<file path="config.mk">
export PLATFORM = sky130hd
export DESIGN_NAME = mc_controller_flat
export DESIGN_NICKNAME = d
export VERILOG_FILES = /design/src/rtl/mc_controller_if.sv /design/src/rtl/mc_controller.sv /design/src/flat_wrapper.sv
export SDC_FILE = /design/constraint.sdc
export NUM_CORES = 1
export LEC_CHECK = 0
export ABC_AREA = 1
export ABC_CLOCK_PERIOD_IN_PS = 1400
export BUFFER_PORTS_ARGS = -buffer_cell sky130_fd_sc_hd__buf_2
export CAP_MARGIN = 20
export CORE_MARGIN = 3
export CORE_UTILIZATION = 40
export CTS_CLUSTER_DIAMETER = 200
export DETAILED_ROUTE_END_ITERATION = 8
export GPL_ROUTABILITY_DRIVEN = 0
export MAX_ROUTING_LAYER = met4
export PLACE_DENSITY = 0.73
export SLEW_MARGIN = 20
export SYNTH_ARGS = -nofsm -noshare
export SYNTH_HDL_FRONTEND = slang
export SYNTH_SLANG_ARGS = --single-unit
</file>
<file path="constraint.sdc">
create_clock -name clk -period 1.4 [get_ports clk]
set_input_delay 0.14 -clock clk [delete_from_list [all_inputs] [get_ports clk]]
set_output_delay 0.14 -clock clk [all_outputs]
set_load 0.02 [all_outputs]
</file>
<file path="src/rtl/mc_controller_if.sv">
// Control bus between the multicycle datapath and mc_controller.
// master = datapath side, slave = controller side.
interface mc_controller_if;
   logic [6:0] op;
   logic [2:0] funct3;
   logic       funct7b5;
   logic       zero;
   logic       mem_ready;
   logic       pc_write;
   logic       ir_write;
   logic       mem_write;
   logic       reg_write;
   logic       adr_src;
   logic [1:0] alu_src_a;
   logic [1:0] alu_src_b;
   logic [1:0] result_src;
   logic [1:0] imm_src;
   logic [2:0] alu_control;

   modport master (
      output op, funct3, funct7b5, zero, mem_ready,
      input  pc_write, ir_write, mem_write, reg_write, adr_src,
      input  alu_src_a, alu_src_b, result_src, imm_src, alu_control
   );

   modport slave (
      input  op, funct3, funct7b5, zero, mem_ready,
      output pc_write, ir_write, mem_write, reg_write, adr_src,
      output alu_src_a, alu_src_b, result_src, imm_src, alu_control
   );
endinterface

</file>
<file path="src/rtl/mc_controller.sv">
// Moore-style multicycle RISC-V control FSM with ALU and immediate decoders.
// Define MC_CONTROLLER_BNE_EN to let BRANCH also take bne (funct3=001, zero=0).
module mc_controller (
   input  logic                  clk,
   input  logic                  reset,
   mc_controller_if.slave        bus
);

   typedef enum logic [3:0] {
      FETCH, DECODE, MEMADR, MEMREAD, MEMWB, MEMWRITE,
      EXECR, EXECI, ALUWB, BRANCH, JAL
   } state_t;

   typedef enum logic [1:0] {
      ALU_ADD, ALU_SUB, ALU_FUNCT
   } alu_op_t;

   localparam logic [6:0] OP_LOAD   = 7'b0000011;
   localparam logic [6:0] OP_STORE  = 7'b0100011;
   localparam logic [6:0] OP_RTYPE  = 7'b0110011;
   localparam logic [6:0] OP_ITYPE  = 7'b0010011;
   localparam logic [6:0] OP_BRANCH = 7'b1100011;
   localparam logic [6:0] OP_JAL    = 7'b1101111;

   state_t     state, state_next;
   alu_op_t    alu_op;
   logic       branch_taken;
   logic       pc_write, ir_write, mem_write, reg_write, adr_src;
   logic [1:0] alu_src_a, alu_src_b, result_src, imm_src;
   logic [2:0] alu_control;

   always_ff @(posedge clk) begin
      if (reset) state <= FETCH;
      else       state <= state_next;
   end

`ifdef MC_CONTROLLER_BNE_EN
   assign branch_taken = ((bus.funct3 == 3'b000) &&  bus.zero) ||
                         ((bus.funct3 == 3'b001) && !bus.zero);
`else
   assign branch_taken = (bus.funct3 == 3'b000) && bus.zero;
`endif

   always_comb begin
      state_next = state;
      pc_write   = 1'b0;
      ir_write   = 1'b0;
      mem_write  = 1'b0;
      reg_write  = 1'b0;
      adr_src    = 1'b0;
      alu_src_a  = '0;
      alu_src_b  = '0;
      result_src = '0;
      alu_op     = ALU_ADD;
      case (state)
         FETCH: begin
            alu_src_b  = 2'b10;
            result_src = 2'b10;
            if (bus.mem_ready) begin
               ir_write   = 1'b1;
               pc_write   = 1'b1;
               state_next = DECODE;
            end
         end
         DECODE: begin
            alu_src_a = 2'b01;
            alu_src_b = 2'b01;
            case (bus.op)
               OP_LOAD, OP_STORE: state_next = MEMADR;
               OP_RTYPE:          state_next = EXECR;
               OP_ITYPE:          state_next = EXECI;
               OP_BRANCH:         state_next = BRANCH;
               OP_JAL:            state_next = JAL;
               default:           state_next = FETCH;
            endcase
         end
         MEMADR: begin
            alu_src_a  = 2'b10;
            alu_src_b  = 2'b01;
            state_next = (bus.op == OP_LOAD) ? MEMREAD : MEMWRITE;
         end
         MEMREAD: begin
            adr_src = 1'b1;
            if (bus.mem_ready) state_next = MEMWB;
         end
         MEMWB: begin
            result_src = 2'b01;
            reg_write  = 1'b1;
            state_next = FETCH;
         end
         MEMWRITE: begin
            adr_src    = 1'b1;
            mem_write  = 1'b1;
            state_next = FETCH;
         end
         EXECR: begin
            alu_src_a  = 2'b10;
            alu_op     = ALU_FUNCT;
            state_next = ALUWB;
         end
         EXECI: begin
            alu_src_a  = 2'b10;
            alu_src_b  = 2'b01;
            alu_op     = ALU_FUNCT;
            state_next = ALUWB;
         end
         ALUWB: begin
            reg_write  = 1'b1;
            state_next = FETCH;
         end
         BRANCH: begin
            alu_src_a  = 2'b10;
            alu_op     = ALU_SUB;
            pc_write   = branch_taken;
            state_next = FETCH;
         end
         JAL: begin
            alu_src_a  = 2'b01;
            alu_src_b  = 2'b10;
            pc_write   = 1'b1;
            state_next = ALUWB;
         end
         default: state_next = FETCH;
      endcase

      // Outputs follow reset immediately, even before the state register
      // has been forced back to FETCH.
      if (reset) begin
         pc_write   = 1'b0;
         ir_write   = 1'b0;
         mem_write  = 1'b0;
         reg_write  = 1'b0;
         adr_src    = 1'b0;
         alu_src_a  = 2'b00;
         alu_src_b  = 2'b10;
         result_src = 2'b10;
         alu_op     = ALU_ADD;
      end
   end

   always_comb begin
      alu_control = 3'b000;
      case (alu_op)
         ALU_ADD: alu_control = 3'b000;
         ALU_SUB: alu_control = 3'b001;
         default: begin
            case (bus.funct3)
               3'b000:  alu_control = ((bus.op == OP_RTYPE) && bus.funct7b5) ? 3'b001 : 3'b000;
               3'b010:  alu_control = 3'b101;
               3'b110:  alu_control = 3'b011;
               3'b111:  alu_control = 3'b010;
               default: alu_control = 3'b000;
            endcase
         end
      endcase
   end

   always_comb begin
      case (bus.op)
         OP_STORE:  imm_src = 2'b01;
         OP_BRANCH: imm_src = 2'b10;
         OP_JAL:    imm_src = 2'b11;
         default:   imm_src = 2'b00;
      endcase
   end

   assign bus.pc_write    = pc_write;
   assign bus.ir_write    = ir_write;
   assign bus.mem_write   = mem_write;
   assign bus.reg_write   = reg_write;
   assign bus.adr_src     = adr_src;
   assign bus.alu_src_a   = alu_src_a;
   assign bus.alu_src_b   = alu_src_b;
   assign bus.result_src  = result_src;
   assign bus.imm_src     = imm_src;
   assign bus.alu_control = alu_control;

endmodule

</file>
<file path="src/flat_wrapper.sv">
// flat-port wrapper written by rule: the top's interface ports become plain ports
module mc_controller_flat 
  (clk, reset, bus_op, bus_funct3, bus_funct7b5, bus_zero, bus_mem_ready, bus_pc_write, bus_ir_write, bus_mem_write, bus_reg_write, bus_adr_src, bus_alu_src_a, bus_alu_src_b, bus_result_src, bus_imm_src, bus_alu_control);
  mc_controller_if bus_i ();
  input  logic clk;
  input  logic reset;
  input wire logic [$bits(bus_i.op)-1:0] bus_op;
  input wire logic [$bits(bus_i.funct3)-1:0] bus_funct3;
  input wire logic [$bits(bus_i.funct7b5)-1:0] bus_funct7b5;
  input wire logic [$bits(bus_i.zero)-1:0] bus_zero;
  input wire logic [$bits(bus_i.mem_ready)-1:0] bus_mem_ready;
  output wire logic [$bits(bus_i.pc_write)-1:0] bus_pc_write;
  output wire logic [$bits(bus_i.ir_write)-1:0] bus_ir_write;
  output wire logic [$bits(bus_i.mem_write)-1:0] bus_mem_write;
  output wire logic [$bits(bus_i.reg_write)-1:0] bus_reg_write;
  output wire logic [$bits(bus_i.adr_src)-1:0] bus_adr_src;
  output wire logic [$bits(bus_i.alu_src_a)-1:0] bus_alu_src_a;
  output wire logic [$bits(bus_i.alu_src_b)-1:0] bus_alu_src_b;
  output wire logic [$bits(bus_i.result_src)-1:0] bus_result_src;
  output wire logic [$bits(bus_i.imm_src)-1:0] bus_imm_src;
  output wire logic [$bits(bus_i.alu_control)-1:0] bus_alu_control;
  assign bus_i.op = bus_op;
  assign bus_i.funct3 = bus_funct3;
  assign bus_i.funct7b5 = bus_funct7b5;
  assign bus_i.zero = bus_zero;
  assign bus_i.mem_ready = bus_mem_ready;
  assign bus_pc_write = bus_i.pc_write;
  assign bus_ir_write = bus_i.ir_write;
  assign bus_mem_write = bus_i.mem_write;
  assign bus_reg_write = bus_i.reg_write;
  assign bus_adr_src = bus_i.adr_src;
  assign bus_alu_src_a = bus_i.alu_src_a;
  assign bus_alu_src_b = bus_i.alu_src_b;
  assign bus_result_src = bus_i.result_src;
  assign bus_imm_src = bus_i.imm_src;
  assign bus_alu_control = bus_i.alu_control;
  mc_controller u_core (.clk(clk), .reset(reset), .bus(bus_i));
endmodule
</file>
---- Yosys cells after proc, flatten, opt, wreduce, memory -nomap -nowiden ----
Index checks and enable logic that the tools add are counted.
word-level totals
  word-level logic and storage cells ...... 66
  input bits .............................. 15
  register bits after elaboration ......... 4
  output and inout port bits .............. 16
operators by class
  reduce and logical (&&, ||, !) cells .... 15
  mux-type cells .......................... 28
  equal/unequal tests ..................... 22
operators by type and width
  cell                                                 number
  one-hot mux 4 bit (5 select lines)                   2
  equality test 4 x 3 -> 1 bit, second input constant  4
  one-hot mux 2 bit (2 select lines)                   4
  equality test 7 x 6 -> 1 bit, second input constant  2
  equality test 7 bit, second input constant           2
  equality test 4 bit, second input constant           3
  one-hot mux 3 bit (4 select lines)                   1
  OR reduction 2 bit                                   6
  two-way mux 1 bit                                    11
  equality test 4 x 2 -> 1 bit, second input constant  2
  two-way mux 2 bit                                    4
  two-way mux 4 bit                                    2
  equality test 7 x 2 -> 1 bit, second input constant  1
  equality test 7 x 5 -> 1 bit, second input constant  1
  equality test 3 bit, second input constant           2
  one-hot mux 2 bit (3 select lines)                   1
  one-hot mux 3 bit (2 select lines)                   1
  OR reduction 3 bit                                   2
  equality test 4 x 1 -> 1 bit, second input constant  1
  logical NOT 4 bit                                    1
  inequality test 2 bit, second input constant         2
  OR reduction 4 bit                                   1
  equality test 3 x 2 -> 1 bit, second input constant  1
  logical NOT 3 bit                                    1
  other kinds (6)                                      7

---- Longest topological paths before layout ----
Gate-level depths: netlist (run 1).
  depth after elaboration ................. 6
  gate-level depth with buffers ........... 9
  depth with buffers taken out ............ 9

---- Worst setup path before layout (run 1) ----
OpenSTA, ideal clock, no wires.
  kind .................................... flip-flop to output port
  start ................................... register u_core.state[3]
  end ..................................... output bus_pc_write
  path slack .............................. 0.056 ns
  data required time ...................... 1.260 ns
  stages on the path, launching flop included .. 5
  buffers on the path ..................... 0
  data arrival time ....................... 1.204 ns
  cell sequence ........................... dfxtp_1 > nand2_1 > nor3_1 > nand3_1 > a31oi_1
between the ends
  longest elaborated chain between the ends .. 3
  elaborated cells on any way between the ends .. 5
  classes of those cells .................. eq/ne: 2; mux: 2; reduce/logical: 1
ends and longest elaborated chain
  element                                                   line                  source
  from (decl)                                               mc_controller.sv:25   state_t state, state_next;
  from (signal assigned)                                    mc_controller.sv:34   else state <= state_next;
  equality test 4 bit or logical NOT 4 bit (tied branches)  mc_controller.sv:55   case (state)
  one-hot mux 1 bit (3 select lines) *                      mc_controller.sv:55
  two-way mux 1 bit *                                       mc_controller.sv:128  if (reset) begin
  to (decl)                                                 flat_wrapper.sv:12    output wire logic [$bits(bus_i.pc_write)-1:0] bus_pc_write;
Every way passes the cells marked *; elsewhere a longest branch is shown, timed or not.

---- Worst setup path after layout (run 1) ----
  start ................................... register u_core.state[2]
  end ..................................... output bus_alu_control[0]
between the ends
  longest elaborated chain between the ends .. 6
  elaborated cells on any way between the ends .. 9
  classes of those cells .................. eq/ne: 4; mux: 3; reduce/logical: 2
ends and longest elaborated chain
  element                                                            line                  source
  equality test 4 x 3 -> 1 bit                                       mc_controller.sv:55
  OR reduction 2 bit (no source line)                                n/a
  one-hot mux 2 bit (2 select lines) *                               mc_controller.sv:55
  two-way mux 2 bit *                                                mc_controller.sv:128
  equality test 2 x 1 -> 1 bit or logical NOT 2 bit (tied branches)  mc_controller.sv:143  case (alu_op)
  one-hot mux 3 bit (2 select lines) *                               mc_controller.sv:143
  to (decl)                                                          flat_wrapper.sv:21    output wire logic [$bits(bus_i.alu_control)-1:0] bus_alu_control;
Marked as above.

==> results of run 1 <==
-- kinds of logic after synthesis --
kind of cell | share of synthesized area
buf+inv | 0.141
flops | 0.143
compound gates | 0.150
simple gates | 0.567
-- worst min-delay path by stage --
stage,start,to
after floorplan,bus_mem_ready,u_core.state[0]
after global placement,reset,u_core.state[3]
after detailed placement,reset,u_core.state[3]
after CTS,bus_mem_ready,u_core.state[1]
after global routing,bus_mem_ready,u_core.state[1]
final,bus_mem_ready,u_core.state[1]
-- layer usage --
metal  track usage  vias to the layer above  part of all wire
li1              -                      433                 -
met1         0.248                      402              0.39
met2         0.333                       48              0.51
met3        0.0290                        3             0.085
met4         0.114                        0            0.0089
met5             -                        -                 0
-- power by group --
group	switching [mW]	leakage (nW)	internal, mW	total [mW]
Sequential	0.00281	0.0352	0.112	0.115
Clock	0.0495	0.0138	0.0960	0.146
Combinational	0.0970	0.461	0.0560	0.153
-- cell type report --
type / count / share of cell area
Inverter: 18 / 0.0755
Clock buffer: 3 / 0.0234
Multi-Input combinational cell: 85 / 0.503
Sequential cell: 4 / 0.0964
Timing Repair Buffer: 41 / 0.284
Tap cell: 14 / 0.0182
-- cells in the mapped netlist (all sizes together) --
| library cell | instances | area, sq um |
|---|---|---|
| nand2 | 31 | 119 |
| nor2 | 21 | 96.3 |
| inv | 18 | 67.6 |
| nand3 | 14 | 75.1 |
| a21oi | 6 | 30.0 |
| dfxtp | 4 | 80.1 |
| a31oi | 3 | 18.8 |
| nor3 | 3 | 15.0 |
| o21ai | 3 | 15.0 |
| a211oi | 1 | 7.51 |
| buf | 1 | 7.51 |
| clkbuf | 1 | 3.75 |
| nand4 | 1 | 6.26 |
| o211ai | 1 | 12.5 |
| or2 | 1 | 6.26 |
-- timing repair --
action	in CTS	in global routing
endpoints found under the setup margin	12	11
hold buffers	0	0
resized for setup	20	24
pin swaps	3	8
setup buffers	3	5
-- critical path, delay by kind of cell (launching register included) --
family	cells	cell delay, ps
flops	1	360
compound gates	1	180
buf+inv	2	200
simple gates	4	400
-- stage by stage --
step / instances / hold slack, ps / util / total power, mW / TNS [ps]
after CTS: 160 / 227 / 0.701 / 0.397 / -190
after global routing: 165 / 274 / 0.800 / 0.436 / -1380
final: 165 / 243 / 0.800 / 0.414 / -507
after global placement: 154 / 464 / 0.616 / 0.247 / 0
after floorplan: 109 / 347 / - / 0.198 / 0
after detailed placement: 154 / 464 / 0.616 / 0.249 / 0
==> metrics.yaml, run 1 <==
root_buffer: "clkbuf_4"
vias_per_cell: 5.37
pin_count: 31
cts_buffers: 3
max_cap_violations: 0
reg_top3: "u_core.state: 4 flops"
finalMaxSlewViolations: 0
violations: "setup timing"
first_global_vias: 732
grt_max_degree: 13
antennaDiodeCount: 0
clock-skew-final_ps: 0.711
cp-endpoint: "bus_alu_control[0]"
regMostFlops: "u_core.state"
ys_types: 20
worstPathMaxFanout: 3
ir_worst_vdd_v: 0.000267
syn_nets: 124
hold_viol: 0
insertion_delay_ps: 240
overflow: 0
synth_cells: 109
path_class: "reg2out"
initial_core_util: 0.467
cp.required_ps: 1260
drive_above_1_share: 0.483
avgSynthCellArea_sq_um: 5.14
die_y_um: 43.4
run_status: "finished with violations"
r2r_slack_ps: 10
track_usage: 0.208
vias: 886
r2r_cells: 10
wl_per_cell_um: 13.6
grt_pass1_wl_mm: 2.95
final_common_cell: "nand2_1"
core_sq_um: 1200
hp-class: "in2reg"
netlist_area_sq_um: 561
ys_ff_latch: 4
max_stage_delay_ps: 360
final_cell_mix: "nand2_1, buf_2, buf_4, inv_1, nor2_1"
ys_seq_area_frac: 0.143
seqCellArea_sq_um: 92.6
slowest_stage: "dfxtp_4"
area_growth_syn_to_layout_pct: 71.4
clock_path_buffers: 2
dp_slack_ps: 24.0
layout.nets: 168
rsz0062_at_grt: "true"
r2r-end: "u_core.state[0]"
p_leak_nw: 0.510
first_pass_iters: 4
largest_reg_flops: 4
dieArea_sq_um: 1890
cp.arrival_ps: 1370
multiInputGateArea_sq_um: 483
hpwlAfterDp_mm: 1.43
dieWidth_um: 43.4
drtIter0Drc: 51
cp-start-kind: "register"
postRouteAntennaNets: 0
crit_chain: "inv_4 -> nor2_4 -> nand2_2 -> nor2_4 -> nand2_2 -> o211ai_2 -> buf_6"
drc: 0
yosys_warnings: 0
clkTransAtPathRegs_ps: 40
port_buffers: 30
powerDensity_nw_per_um2: 431
cts_tree: "built"
rr_startpoint: "u_core.state[1]"
worst_slack_ps: -114
fill_cells: 84
tightest_slew_ps: 304
report.final.setup_viol: 11
fmax_mhz: 661
dpl_cell_area_sq_um: 739
cts_sinks: 4
critPathCaptureType: "output pin"
min_path_cells: 4
final_area_sq_um: 961
period_share: 1.08
slew_headroom: 0.797
antenna_found_initial: 0
cp-startpoint: "u_core.state[2]"
num_rows: 12
drt_wl_total_mm: 2.24
layout_min_cycle_time_ps: 1510
cts_max_level: 1
Power figures use the tool's default switching activity.
==> inputs of run 2 (changes only) <==
--- a/constraint.sdc
+++ b/constraint.sdc
@@ -3,2 +3,2 @@
 set_output_delay 0.14 -clock clk [all_outputs]
-set_load 0.02 [all_outputs]
+set_load 0.05 [all_outputs]
==> run 2 against run 1 <==
Synthesized cell count unchanged. The flow now stops in global routing. Synthesized area did not move.
==> metrics.yaml, run 2 <==
synth_commonest_cells: "nand2_1, inv_1, nor2_1"
ys.flop_type: "dfxtp_1"
dp_slack_ps: -101  # -125 ps
ys_seq_area_frac: 0.143  # unchanged
worst-ep-kind: "top-level output"
dieWidth_um: 43.4  # unchanged
yosys_warnings: 0  # unchanged
syn_nets: 124  # unchanged
error: "[ERROR DPL-0038] Utilization greater than 100%, impossible to legalize"
ys_ff_latch: 4  # unchanged
post-synth-top-area-cell: "nand2_1"
outcome.stop_stage: "global routing"
ys_types: 20  # unchanged
initial_core_util: 0.467  # unchanged
avgSynthCellArea_sq_um: 5.14  # unchanged
hpwlAfterDp_mm: 1.47  # +2.9%
clock_path_buffers: 2  # unchanged
grt_max_degree: 11
hold_buffers: 0  # unchanged
pin_count: 31  # unchanged
yosysMostFrequentCell: "nand2_1"
synthArstFlopShare: 0  # unchanged
run_status: "did not finish"
synth_cells: 109  # unchanged
synthTopCellsByArea: "nand2_1, dfxtp_1, nand3_1, inv_1, nor2_1"
root_buffer: "clkbuf_4"
postGrtWorstEndpoint: "bus_alu_control[0]"
cts_buffers: 3  # unchanged
cts_max_level: 1  # unchanged
die_y_um: 43.4  # unchanged
port_buffers: 30  # unchanged
netlist_area_sq_um: 561  # unchanged
synth_edf_count: 0  # unchanged
cts_sinks: 4  # unchanged
num_rows: 12  # unchanged
synth_top_area_frac: 0.201  # unchanged
run 2: cell counts after synthesis:
Identical to the previous run, type by type.
run 2: logic make-up after synthesis:
kind of cell,Yosys count,synth area share
simple gates,71,0.567
buf+inv,20,0.141
compound gates,14,0.150
flops,4,0.143
run 2: what timing repair did:
| action | 4_1_cts |
|---|---|
| cloned | 0 |
| pin swaps | 9 |
| setup endpoints to repair | 15 |
| buffers inserted | 5 |
| resized for setup | 49 |
| endpoints found under the hold margin | 0 |
run 2: through the flow:
step	instances	util	cell area, sq um	hold slack [ps]
global placement	161	0.711	855	463
detailed placement	161	0.711	855	473
floorplan	109	-	623	347
CTS	169	0.894	1070	237
==> inputs of run 3 (changes only) <==
- CORE_AREA: not set -> 3 3 64 66
- CORE_MARGIN: 3 -> not set
- CORE_UTILIZATION: 40 -> not set
- CTS_CLUSTER_DIAMETER: 200 -> not set
- DIE_AREA: not set -> 0 0 67 69
- MAX_ROUTING_LAYER: met4 -> not set
- PLACE_DENSITY: 0.73 -> not set
- PLACE_DENSITY_LB_ADDON: not set -> 0.15
==> run 3 against run 2 <==
The flow now finishes, with violations (setup timing).
==> metrics.yaml, run 3 (synthesized netlist as in run 1, its figures left out) <==
cp.arrival_ps: 1410
p_sw_frac: 0.340
stdcell_count: 219
report.final.setup_viol: 15
clkTransAtPathRegs_ps: 30
clock-skew-final_ps: 2.18
finalMaxSlewViolations: 0
powerDensity_nw_per_um2: 439
antenna_found_initial: 0
clkPwrFrac: 0.395
port_buffers: 30  # unchanged
cts_max_level: 1  # unchanged
postRouteAntennaNets: 0
setup_tns_ps: -1180
vias: 892
critPathCaptureType: "output pin"
hold_start: "bus_mem_ready"
r2r-end: "u_core.state[0]"
path_buf_inv: 3
core_sq_um: 3630
area_growth_syn_to_layout_pct: 145
r2r_slack_ps: -50
worst_slack_ps: -152
vias_per_cell: 4.07
final_cell_mix: "buf_4, nand2_1, buf_2, buf_6, inv_1"
antennaDiodeCount: 0
drc: 0
track_usage: 0.103
pin_count: 31  # unchanged
drtIter0Drc: 12
power.internal_mw: 0.398
wl_per_cell_um: 10.8
comb_power_share: 0.410
violations: "setup timing"
largest_reg_flops: 4
reg_top3: "u_core.state: 4 flops"
grt_max_degree: 11
cts_tree: "built"
cp-start-kind: "register"
cp.required_ps: 1260
first_pass_iters: 4
path_class: "reg2out"
finalCoreUtilization: 0.378
max_cap_violations: 0
fill_cells: 393
rr_startpoint: "u_core.state[2]"
power_frac_seq: 0.194
path_delay_family: "buffers and inverters"
dieArea_sq_um: 4620
layout.nets: 188
whs_endpoint: "u_core.state[1]"
crit_chain: "buf_6 -> nor2_4 -> nand2_2 -> buf_6 -> a21oi_4 -> buf_6"
r2r_cells: 10
ir_worst_vdd_v: 0.000141
cts_sinks: 4  # unchanged
max_stage_delay_ps: 320
initial_core_util: 0.154  # -0.312
insertion_delay_ps: 210
drive_above_1_share: 0.643
num_rows: 22  # +10
period_share: 1.11
drt_wl_total_mm: 2.36
slew_headroom: 0.790
clock_path_buffers: 2  # unchanged
hold_viol: 0
slowest_stage: "dfxtp_2"
p_leak_nw: 0.660
grt_pass1_wl_mm: 3.75
dp_slack_ps: -97.4  # +4.08 ps
overflow: 0
min_path_cells: 4
tightest_slew_ps: 314
dieWidth_um: 67  # +54%
die_y_um: 69  # +59%
hold_buffers: 0  # unchanged
run_status: "finished with violations"
fmax_mhz: 644
root_buffer: "clkbuf_8"
p_switching_mw: 0.205
cts_buffers: 3  # unchanged
first_global_vias: 887
worstPathMaxFanout: 6
dp.cells: 204  # +27%
rsz0062_at_grt: "true"
hpwlAfterDp_mm: 1.80  # +23%
cp_common_cell: "buf_6"
regMostFlops: "u_core.state"
layout_min_cycle_time_ps: 1550
final_common_cell: "buf_4"
hp-class: "in2reg"
run 3: power by group through the flow:
stage | Combinational, mW | Sequential [mW] | Clock, mW
after floorplan | 0.110 | 0.122 | 0
after global placement | 0.190 | 0.121 | 0
after detailed placement | 0.191 | 0.121 | 0
after CTS | 0.209 | 0.118 | 0.243
after global routing | 0.270 | 0.117 | 0.257
final | 0.247 | 0.117 | 0.238
run 3: stage by stage:
stage	cell area (sq um)	power, mW	hold WS (ps)
final	1380	0.603	265
after global placement	965	0.312	476
after floorplan	623	0.232	347
after global routing	1380	0.644	284
after CTS	1150	0.570	248
after detailed placement	965	0.312	478
run 3: worst max path at each step:
stage                         start                to  slack [ps]  cells after the start
CTS                 u_core.state[2]  bus_alu_src_b[0]        -150                      7
finish              u_core.state[2]  bus_alu_src_a[1]        -150                      6
global route        u_core.state[2]  bus_alu_src_b[0]        -220                      7
global placement    u_core.state[3]      bus_pc_write        -110                      6
floorplan           u_core.state[3]      bus_pc_write        -110                      4
detailed placement  u_core.state[2]  bus_alu_src_b[0]        -100                      7
run 3: repair_timing:
action | in CTS | in global routing
setup buffers | 2 | 10
pin swaps | 7 | 16
endpoints found under the setup margin | 17 | 17
gates resized for setup | 41 | 35
run 3: layout make-up:
class                   count  area (sq um)  share of cell area
inverters                  18          70.1              0.0510
clock buffers               3          41.3              0.0300
well taps                  48          60.1              0.0437
repair buffers             61           505               0.368
flip-flops and latches      4          90.1              0.0655
multi-input cells          85           608               0.442
run 3: worst register-to-register path, cell delays in order, from the launching register on:
cell and delay (ps):
dfxtp_2 320, buf_6 110, nor2_4 230, nand2_4 100, buf_4 150, buf_4 140, inv_2 60, nand3_1 80
o21ai_1 100, nand2_1 60, nand2_1 50
run 3: per-layer routing:
layer / routed length [um] / share of wire / GRT usage
met1: 920 / 0.39 / 0.119
met3: 126 / 0.053 / 0.0277
met5: 0 / 0 / 0
met4: 32 / 0.014 / 0.0495
met2: 1280 / 0.54 / 0.169
